[src/rtl/muldiv_pkg.sv]
// Shared encodings for the iterative multiply/divide unit.
package muldiv_pkg;

  typedef enum logic [1:0] {
    OP_UMUL = 2'b00,
    OP_SMUL = 2'b01,
    OP_UDIV = 2'b10,
    OP_SDIV = 2'b11
  } op_e;

  typedef enum logic [1:0] {
    S_IDLE = 2'b00,
    S_RUN  = 2'b01,
    S_FIN  = 2'b10
  } state_e;

endpackage

[src/rtl/muldiv_negate.sv]
// Conditional two's-complement negation, used for operand magnitudes and result sign fix.
module muldiv_negate #(
  parameter int unsigned WIDTH = 32
) (
  input  logic             neg_i,
  input  logic [WIDTH-1:0] a_i,
  output logic [WIDTH-1:0] y_o
);

  assign y_o = neg_i ? (~a_i + WIDTH'(1)) : a_i;

endmodule

[src/rtl/mcycle_muldiv.sv]
// Iterative multiply/divide with Start/Busy/Done handshake.
// Optional macro MULDIV_EARLY_TERM_EN: multiplies leave RUN once the remaining multiplier bits are 0.
module mcycle_muldiv
  import muldiv_pkg::*;
#(
  parameter int unsigned WIDTH = 32
) (
  input  logic             clk,
  input  logic             reset,
  input  logic             Start,
  input  logic [1:0]       Op,
  input  logic [WIDTH-1:0] SrcA,
  input  logic [WIDTH-1:0] SrcB,
  output logic [WIDTH-1:0] Result1,
  output logic [WIDTH-1:0] Result2,
  output logic             Busy,
  output logic             Done,
  output logic             DivZero
);

  localparam int unsigned CNT_W = $clog2(WIDTH);

  state_e             state_q, state_d;
  logic               arm_q, arm_d;
  logic               is_div_q, zdiv_q, neg_lo_q, neg_hi_q, div_zero_q;
  logic [2*WIDTH-1:0] acc_q, acc_d, mcand_q, mcand_d, load_acc, fin_src, prod_fix;
  logic [WIDTH-1:0]   mplier_q, mplier_d, result1_q, result2_q, quo_fix, rem_fix;
  logic [CNT_W-1:0]   cnt_q;
  logic [WIDTH:0]     rem_sh, diff;
  logic [WIDTH-1:0]   a_abs, b_abs;
  logic               is_signed, is_div, a_neg, b_neg, b_zero, accept, last;

  // Start-edge decode and operand magnitudes
  assign is_div    = (Op == OP_UDIV) || (Op == OP_SDIV);
  assign is_signed = (Op == OP_SMUL) || (Op == OP_SDIV);
  assign a_neg     = is_signed & SrcA[WIDTH-1];
  assign b_neg     = is_signed & SrcB[WIDTH-1];
  assign b_zero    = is_div & (SrcB == '0);
  assign accept    = Start & (((state_q == S_IDLE) & ~arm_q) | (state_q == S_FIN));

  muldiv_negate #(.WIDTH(WIDTH)) u_abs_a (.neg_i(a_neg), .a_i(SrcA), .y_o(a_abs));
  muldiv_negate #(.WIDTH(WIDTH)) u_abs_b (.neg_i(b_neg), .a_i(SrcB), .y_o(b_abs));

  // Divide-by-zero parks {SrcA, all-ones} in the accumulator so FIN just copies it out
  assign load_acc = b_zero ? {SrcA, {WIDTH{1'b1}}} :
                    is_div ? {{WIDTH{1'b0}}, a_abs} : {2*WIDTH{1'b0}};

  // One iteration: restoring divide step or shift-add multiply step
  assign rem_sh = {acc_q[2*WIDTH-1:WIDTH], acc_q[WIDTH-1]};
  assign diff   = rem_sh - {1'b0, mcand_q[WIDTH-1:0]};

  always_comb begin
    acc_d    = acc_q;
    mcand_d  = mcand_q;
    mplier_d = mplier_q;
    if (is_div_q) begin
      acc_d = diff[WIDTH] ? {rem_sh[WIDTH-1:0], acc_q[WIDTH-2:0], 1'b0}
                          : {diff[WIDTH-1:0], acc_q[WIDTH-2:0], 1'b1};
    end else begin
      acc_d    = acc_q + (mplier_q[0] ? mcand_q : {2*WIDTH{1'b0}});
      mcand_d  = mcand_q << 1;
      mplier_d = mplier_q >> 1;
    end
  end

`ifdef MULDIV_EARLY_TERM_EN
  assign last = (cnt_q == '0) | (~is_div_q & (mplier_q[WIDTH-1:1] == '0));
`else
  assign last = (cnt_q == '0);
`endif

  // Sign correction on the value about to be committed
  assign fin_src = (state_q == S_RUN) ? acc_d : acc_q;

  muldiv_negate #(.WIDTH(2*WIDTH)) u_fix_prod (.neg_i(neg_lo_q), .a_i(fin_src), .y_o(prod_fix));
  muldiv_negate #(.WIDTH(WIDTH)) u_fix_quo (
    .neg_i(neg_lo_q), .a_i(fin_src[WIDTH-1:0]), .y_o(quo_fix)
  );
  muldiv_negate #(.WIDTH(WIDTH)) u_fix_rem (
    .neg_i(neg_hi_q), .a_i(fin_src[2*WIDTH-1:WIDTH]), .y_o(rem_fix)
  );

  // Issue from IDLE (and any divide-by-zero) spends one armed cycle before RUN/FIN;
  // back-to-back issue from FIN goes straight to RUN.
  always_comb begin
    state_d = state_q;
    arm_d   = 1'b0;
    unique case (state_q)
      S_IDLE: begin
        if (arm_q) begin
          state_d = zdiv_q ? S_FIN : S_RUN;
        end else if (Start) begin
          arm_d = 1'b1;
        end
      end
      S_RUN: begin
        if (last) state_d = S_FIN;
      end
      S_FIN: begin
        state_d = S_IDLE;
        if (Start) begin
          if (b_zero) arm_d = 1'b1;
          else        state_d = S_RUN;
        end
      end
      default: state_d = S_IDLE;
    endcase
  end

  always_ff @(posedge clk) begin
    if (reset) begin
      state_q    <= S_IDLE;
      arm_q      <= 1'b0;
      is_div_q   <= 1'b0;
      zdiv_q     <= 1'b0;
      neg_lo_q   <= 1'b0;
      neg_hi_q   <= 1'b0;
      div_zero_q <= 1'b0;
      acc_q      <= '0;
      mcand_q    <= '0;
      mplier_q   <= '0;
      cnt_q      <= '0;
      result1_q  <= '0;
      result2_q  <= '0;
    end else begin
      state_q <= state_d;
      arm_q   <= arm_d;
      if (accept) begin
        is_div_q   <= is_div;
        zdiv_q     <= b_zero;
        neg_lo_q   <= ~b_zero & (a_neg ^ b_neg);
        neg_hi_q   <= is_div ? (~b_zero & a_neg) : (a_neg ^ b_neg);
        div_zero_q <= 1'b0;
        acc_q      <= load_acc;
        mcand_q    <= {{WIDTH{1'b0}}, (is_div ? b_abs : a_abs)};
        mplier_q   <= b_abs;
        cnt_q      <= CNT_W'(WIDTH - 1);
      end else if (state_q == S_RUN) begin
        acc_q    <= acc_d;
        mcand_q  <= mcand_d;
        mplier_q <= mplier_d;
        cnt_q    <= cnt_q - CNT_W'(1);
      end
      if (state_d == S_FIN) begin
        result1_q  <= is_div_q ? quo_fix : prod_fix[WIDTH-1:0];
        result2_q  <= is_div_q ? rem_fix : prod_fix[2*WIDTH-1:WIDTH];
        div_zero_q <= zdiv_q;
      end
    end
  end

  assign Busy    = (state_q == S_RUN) | arm_q;
  assign Done    = (state_q == S_FIN);
  assign DivZero = div_zero_q;
  assign Result1 = result1_q;
  assign Result2 = result2_q;

endmodule
[config.mk]
export PLATFORM = sky130hd
export DESIGN_NAME = mcycle_muldiv
export DESIGN_NICKNAME = d
export VERILOG_FILES = /design/src/rtl/muldiv_pkg.sv /design/src/rtl/muldiv_negate.sv /design/src/rtl/mcycle_muldiv.sv
export SDC_FILE = /design/constraint.sdc
export NUM_CORES = 1
export LEC_CHECK = 0
export CAP_MARGIN = 5
export CORE_ASPECT_RATIO = 1.25
export CORE_UTILIZATION = 40
export DETAILED_ROUTE_END_ITERATION = 7
export PLACE_DENSITY_LB_ADDON = 0.12
export SYNTH_ARGS = -nofsm -noshare
export SYNTH_HDL_FRONTEND = slang
export SYNTH_SLANG_ARGS = --single-unit
[constraint.sdc]
create_clock -name clk -period 13.3 [get_ports clk]
set_clock_uncertainty 0.15 [all_clocks]
set_input_delay 3.99 -clock clk [delete_from_list [all_inputs] [get_ports clk]]
set_output_delay 3.99 -clock clk [all_outputs]
set_load 0.02 [all_outputs]
## Word-level counts from Yosys, hierarchy flattened

Cells that the tools add are included.

| storage, ports and cells | value |
|---|---|
| memories kept | 0 |
| word-level logic and storage cells | 94 |
| register bits after elaboration | 237 |
| bits in writable memories | 0 |
| latch bits | 0 |
| output and inout port bits | 67 |
| bits in read-only memories | 0 |

| cells by class | value |
|---|---|
| reduce and logical (&&, ||, !) cells | 10 |
| equal/unequal tests | 7 |
| add/subtract/negate cells | 8 |
| shift operators | 0 |
| muxes and demuxes | 37 |
| divide/modulo/power cells | 0 |
| multipliers | 0 |
| order comparisons | 0 |
| bitwise logic cells | 18 |

Operators with widths:

| cell | number |
|---|---|
| 32-bit 2-to-1 mux | 14 |
| 64-bit 2-to-1 mux | 7 |
| 32-bit by 1-bit adder with 32-bit output (second input constant) | 4 |
| 32-bit inverter | 4 |
| 64-bit by 1-bit adder with 64-bit output (second input constant) | 1 |
| 64-bit adder | 1 |
| 64-bit inverter | 1 |
| 33-bit by 32-bit subtractor with 33-bit output | 1 |
| 32-bit zero test | 1 |
| 5-bit 2-to-1 mux | 2 |
| 1-bit 2-to-1 mux | 9 |
| 2-bit == test (second input constant) | 4 |
| 1-bit AND | 7 |
| 2-bit 2-to-1 mux | 3 |
| 2-bit case mux with 3 select lines | 1 |
| 5-bit zero test | 1 |
| 5-bit by 1-bit subtractor with 5-bit output (second input constant) | 1 |
| 2-bit by 1-bit == test with 1-bit output (second input constant) | 2 |
| 2-bit AND reduction | 2 |
| 2-bit nonzero test | 2 |
| 1-bit inverter | 3 |
| 2-bit zero test | 1 |
| 1-bit logical OR | 2 |
| 2-bit by 1-bit != test with 1-bit output (second input constant) | 1 |
| 4 further kinds | 5 |

## Logic depth before layout (Yosys ltp)

Gate-level depths: netlist of the first run.

| depth | value |
|---|---|
| depth after elaboration | 8 |
| depth in mapped cells | 24 |
| gate-level depth less buffers | 22 |

## Modules after synthesis

Synthesis of the first run repeated with hierarchy kept, for this count alone.

| second synthesis, totals | value |
|---|---|
| cells, all modules | 2945 |
| area, all modules | 22306.4 um^2 |

Modules (own cells, without submodules):

| module | area each (um^2) | seq. area each (um^2) | cells each | times used |
|---|---|---|---|---|
| mcycle_muldiv | 17668.2 | 4744.6 | 2352 | 1 |
| muldiv_negate (u_abs_a ...) | 777.0 | 0.0 | 99 | 4 |
| muldiv_negate (u_fix_prod) | 1530.2 | 0.0 | 197 | 1 |

## Least setup slack after synthesis of the first run

No wires, ideal clock.

| path | value |
|---|---|
| path kind | input-to-reg |
| from | in SrcB[7] |
| to | reg acc_q[53] |
| setup slack | 6342 ps |
| stages on the path | 11 |
| data arrival time | 6747 ps |
| buffers on the path | 1 |
| cells stage by stage | nor3_1 > nor3b_1 > nand3_1 > or3_1 > nor3_1 > nand2_1 > nor4_1 > inv_1 > nor2_1 > clkbuf_1 > a22o_1 |

| between the ends | value |
|---|---|
| cells in the longest elaborated chain, start to end | 4 |

Ends and longest elaborated chain:

| what | RTL line | source |
|---|---|---|
| from (decl) | mcycle_muldiv.sv:13 | `input logic [WIDTH-1:0] SrcB,` |
| 32-bit zero test | mcycle_muldiv.sv:38 | `assign b_zero = is_div & (SrcB == '0);` |
| 1-bit AND | mcycle_muldiv.sv:38 |  |
| 64-bit 2-to-1 mux | mcycle_muldiv.sv:45 | `assign load_acc = b_zero ? {SrcA, {WIDTH{1'b1}}} :` |
| 64-bit 2-to-1 mux | mcycle_muldiv.sv:128 | `if (accept) begin` |
| to (signal assigned) | mcycle_muldiv.sv:134 | `acc_q <= load_acc;` |
| to (decl) | mcycle_muldiv.sv:26 | `logic [2*WIDTH-1:0] acc_q, acc_d, mcand_q, mcand_d, load_acc, fin_src, prod_fix;` |

No other way between the ends.
A chain may end at the register's enable or synchronous reset.

## Worst setup path after layout of the first run

| path | value |
|---|---|
| from | in SrcB[5] |
| to | reg acc_q[50] |

Same word-level chain as after synthesis.

==> impl_metrics.ini, run 1 <==
[run_status]
status = finished clean

[logic_synthesis]
synth_area_leaders = dfxtp_1 23%, nand2_1 7.9%, ha_1 6.1%
synth_edf_count = 0
synth_area_sq_um = 20630
async_flop_share_pct = 0
synth_top_area_share_pct = 23.00
ys.flop_type = dfxtp_1
netlist_instances = 2876
synth_area_leader_cell = dfxtp_1
yosys_register_bits = 237
synth_nets = 3047
ys_seq_area_share_pct = 23.00
synth.avg_cell_area_sq_um = 7.172
synth.distinct_cells = 109
synth_warnings = 0

[die]
initial_utilization_pct = 40.73
core.rowCount = 92
io_pins = 136
die_h_um = 255.9
core_area_sq_um = 50650
die_area_sq_um = 52490
fp.dieW_um = 205.1

[timing]
finalSetupViolCount = 0
maxSlewHeadroom_pct = 25.16
tns_ns = 0
tightest_slew_ns = 1.112
hold_violations = 0
maxSlewViolCount = 0
fin_crit_ns = 7.562
fmax_mhz = 132.2
timing.final.crit_share_pct = 56.86
rsz0062_at_grt = no

[global_routing]
grt_max_degree = 105
first_global_vias = 21310
grt_usage_pct = 34.91
antenna_found_initial = 2
grt_pass1_wl_um = 137100
grt.overflow.total = 0

[clocking]
cts_buffer_depth = 3
ctsHtreeMaxLevel = 1
cts_resized = 0
root_buffer = clkbuf_16
cts_hold_buf = 0
cts.clk_slew.worst_paths_ns = 0.06
cts_buffers = 28
clock_sinks = 237
insertion_delay_ns = 0.60
post_cts_buffers = 0
cts_tree = done

[detailed_routing]
routed_wl_um = 94340
drt_iter0_drc = 2209
ant_nets = 0
dr.pass1.iters = 6
routed_via_density = 6.340
num_vias = 22650
wl_per_cell_um = 26.40
drc = 0

[worst_setup_path]
path_cells = clkdlybuf4s50_1, nor3_1, nor3b_1, nand3_1, or3_1, nor3_1, nand2_1, nor4_2, buf_4, inv_1, nor2_2, buf_4, nand2_1, o21ai_0
crit_path_end_kind = flip-flop
cp_slowest_cell = clkdlybuf4s50_1
crit_path_max_fanout = 33
critPathRequiredTime_ns = 13.66
worst_path_largest_cell_delay_ns = 0.47
worstSetupPathType = in2reg
start_kind = input port
cp.arrival_ns = 7.93

[place]
placed_area_sq_um = 22420
place.gp.congestion = 1.046
dp.final_hpwl_um = 74220
port_buffers = 135

[hold_path]
hp-class = reg2reg

[final_layout]
drive_above_1_share_pct = 6.312
finalNetCount = 3064
diodes = 0
final_cell_area_sq_um = 23480
area_delta_synth_final_pct = 13.81

[power_and_ir_drop]
ir_worst_vdd_mv = 0.09710
power_density_nw_per_um2 = 102.4
p_leak_nw = 8.617
p_total_mw = 2.404

[flow_run]
cap_violations = 0
-- through the flow --
stage               instances  hold WS (ns)  utilization [%]  worst slack, ns
finish                   3573        0.3034            46.35            5.738
global route             3573        0.3362            46.35            5.487
CTS                      3573        0.3045            46.35            5.812
detailed placement       3521        0.2968            44.26            5.196
global placement         3521        0.2949            44.26            5.214
floorplan                2876        0.2822                -            6.342
-- layout make-up --
cell class,count,area (sq um)
multi-input cells,2367,14870
clock buffers,36,760.7
clock inverters,16,297.8
inverters,81,304.0
well taps,658,823.3
fillers,5247,27170
repair buffers,178,1672
flip-flops and latches,237,4746
-- layer usage --
metal  track usage [%]  vias to the layer above  part of all wire, %
met5                 0                        -                0.029
met4             18.54                        4                  6.1
met3             5.017                      230                  7.4
met2             55.66                     1036                   45
met1             45.14                    10880                   41
li1                  -                    10500                    -
-- cells by family (layout without fill, tap and decap cells) --
logic type	count (synthesis)	in the layout	share of synthesized area (%)
compound gates	909	909	29.89
buf+inv	272	311	5.216
flops	237	237	23.00
simple gates	1145	1145	26.37
fa+ha+maj	102	102	6.260
xor+xnor	169	169	7.176
mux	42	42	2.087
-- layout by cell type (no fill, tap or decap), types with 10 or more instances in the layout --
cell	n
nor2b_1	10
a31oi_1	36
mux2i_1	34
o31ai_1	25
nand2_1	434
dfxtp_1	236
nand3_1	57
and2_1	86
o21a_1	30
and3_1	29
o21ai_1	15
a22o_1	15
a21o_1	35
o21bai_1	13
nand4_1	42
nand2b_1	23
or3_1	21
ha_1	100
o221ai_1	10
inv_1	80
clkdlybuf4s50_1	134
a211o_1	10
o211ai_1	23
clkbuf_16	28
a211oi_1	87
or4_1	10
nor4_1	22
xnor2_1	100
a21oi_1	234
nor2_1	272
o22ai_1	35
a21boi_0	10
o21ai_0	154
a311oi_1	50
nor3_1	65
buf_4	44
o41ai_1	10
xor2_1	69
-- cell usage after synthesis (11+ instances only) --
library cell  instances
ha_1                100
nand2_1             435
dfxtp_1             237
nand3_1              57
a21oi_1             235
a31oi_1              36
o211ai_1             23
buf_1                12
nand4_1              42
a211oi_1             87
o21ai_1              16
nand2b_1             25
or3_1                21
o21ai_0             154
o22ai_1              35
buf_2                36
nor2_1              274
nor2b_1              11
mux2i_1              34
o21a_1               31
clkbuf_1            139
a311oi_1             50
and2_1               86
xnor2_1             100
o21bai_1             13
a21o_1               35
o31ai_1              25
and3_1               29
xor2_1               69
nor3_1               65
a22o_1               15
nor4_1               23
inv_1                80
-- where the power goes --
part,switching [mW],internal (mW),total (mW)
logic,0.481,0.241,0.722
clock network,0.345,0.543,0.889
registers,0.0413,0.752,0.793
total,0.868,1.54,2.40
-- flip-flops by register name (all words and copies together), names as in the netlist, 2 cells and up --
| name | count |
|---|---|
| Result1 | 32 |
| Result2 | 32 |
| acc_q | 64 |
| cnt_q | 5 |
| mcand_q | 64 |
| mplier_q | 32 |
| state_q | 2 |
-- worst max-delay path: cells and delay by family --
kind            cells  cell delay [ns]
simple gates        9             2.38
buf+inv             4             1.43
compound gates      1             0.09
-- worst paths after layout --
check / start / to / slack, ns / depth (start not counted)
worst max-delay path: SrcB[5] / acc_q[50] / 5.74 / 14
worst min register to register: Result2[16] / Result2[16] / 0.30 / 2
worst max register to register: mplier_q[0] / Result2[26] / 5.93 / 23
worst min-delay path: Result2[16] / Result2[16] / 0.30 / 2
(Power assumes the default switching activity.)
==> run 2: changes to the inputs <==
clock period = 6.2 ns   (was 13.3 ns; I/O delays follow)
==> run 2 against run 1 <==
Non-clock buffer count is 80 higher; critical path depth increased by 5; wire length increased by 6.1%; clock-buffer cell count grew 2; first-iteration DRC count rose by 6.2%; largest power group unchanged.
==> impl_metrics.ini, run 2 (synthesized netlist as in run 1, its figures left out) <==
[run_status]
status = finished clean

[worst_setup_path]
cp.arrival_ns = 6.46
crit_path_end_kind = flip-flop
cp_slowest_cell = a2111oi_0
worstSetupPathType = reg2reg
r2r_start = acc_q[31]
start_kind = flip-flop
critPathRequiredTime_ns = 6.58
worst_path_largest_cell_delay_ns = 0.61
path_cells = inv_1, ha_1, fa_1, nand2b_1, a21oi_1, o211ai_1, a211o_1, and2_1, nand2_2, buf_4, o21ai_0, a2111oi_0, buf_4, nor3b_1, o21ai_0, a2111oi_0, a211o_1, a21oi_1, nor4_1
crit_start = acc_q[31]
crit_path_max_fanout = 22

[global_routing]
met2_usage_pct = 58.53
gr-usage-met1_pct = 47.66
top_usage_layer = met2
first_global_vias = 21780
antenna_found_initial = 3
grt_usage_pct = 37.16
grt.overflow.total = 0
grt_max_degree = 96
grt_pass1_wl_um = 144700
grt_util_met3_pct = 5.895

[detailed_routing]
drt_iter0_drc = 2347
dr.pass1.iters = 5
num_vias = 23120
routed_wl_um = 100100
routed_via_density = 6.322
wl_per_cell_um = 27.37
drc = 0
ant_nets = 0

[clocking]
cts_tree = done
cts_resized = 0
cts_buffers = 30
insertion_delay_ns = 0.62
clock_sinks = 237
root_buffer = clkbuf_16
post_cts_buffers = 0
ctsHtreeMaxLevel = 1
cts.clk_slew.worst_paths_ns = 0.07
cts_hold_buf = 0
cts_buffer_depth = 3

[timing]
layout_setup_ws_ns = 0.1267
finalSetupViolCount = 0
fmax_mhz = 164.7
maxSlewViolCount = 0
maxSlewHeadroom_pct = 29.10
fin_crit_ns = 6.073
hold_violations = 0
tns_ns = 0
tightest_slew_ns = 1.064
timing.final.crit_share_pct = 97.96
rsz0062_at_grt = no

[final_layout]
most-common-layout-cells = 434 x nand2_1, 272 x nor2_1, 236 x dfxtp_1
reg_top3 = acc_q: 64 flops, mcand_q: 64 flops
finalNetCount = 3146
nFillCells = 5177
mostFrequentLayoutCell = nand2_1
area_delta_synth_final_pct = 17.14
drive_above_1_share_pct = 9.009

[die]
core.rowCount = 92
die_h_um = 255.9
io_pins = 136
initial_utilization_pct = 40.73
die_area_sq_um = 52490
core_area_sq_um = 50650
fp.dieW_um = 205.1

[hold_path]
hp-class = reg2reg
hp-start = mplier_q[1]

[power_and_ir_drop]
ir_worst_vdd_mv = 0.2106
p_leak_nw = 9.052
power_density_nw_per_um2 = 221.3

[flow_run]
cap_violations = 0

[place]
dpl_worst_slack_ns = 0.1477
dp.final_hpwl_um = 79840
place.gp.congestion = 1.034
port_buffers = 135
-- run 2: cell type report --
type,count,area (sq um),share of cell area [%]
multi-input combinational,2367,14880,61.58
timing repair buffer,258,2297,9.507
antenna,2,5.005,0.02071
clock buffer,38,840.8,3.480
sequential,237,4746,19.64
inverter,81,304.0,1.258
clock inverter,16,267.8,1.108
tap,658,823.3,3.407
-- run 2: path summary, 6_finish.rpt --
path / to / slack [ns] / cells after the start
hold / removal: mplier_q[1] / 0.31 / 2
hold reg to reg: mplier_q[1] / 0.31 / 2
setup reg to reg: Result2[26] / 0.13 / 19
setup / recovery: Result2[26] / 0.13 / 19
-- run 2: per-stage QoR --
step	hold slack, ns	util, %	total power, mW	area [sq um]	instances
6_report	0.3064	47.71	5.346	24160	3657
5_1_grt	0.3316	47.70	5.521	24160	3655
4_1_cts	0.3050	47.69	5.314	24150	3655
3_5_place_dp	0.2981	45.50	3.333	23040	3601
3_3_place_gp	0.2936	45.50	3.325	23040	3601
2_1_floorplan	0.2822	-	2.693	20630	2876
-- run 2: critical path: cells and delay by family (launching register included) --
family | cells | cell delay [ns]
and+or+nand+nor | 5 | 1.23
adders and majority gates | 2 | 0.75
buffers and inverters | 3 | 0.63
AOI/OAI and AO/OA | 9 | 2.84
DFF | 1 | 0.40
-- run 2: metal layers --
metal / up-vias / wire length [um]
met4: 2 / 6657
met5: - / 12
met2: 1100 / 44550
li1: 10690 / -
met1: 11080 / 40950
met3: 243 / 7910
-- run 2: where the power goes --
group | leakage, nW | internal (mW) | switching (mW)
clock network | 0.540 | 1.21 | 0.781
registers | 1.93 | 1.61 | 0.113
logic | 6.58 | 0.558 | 1.07
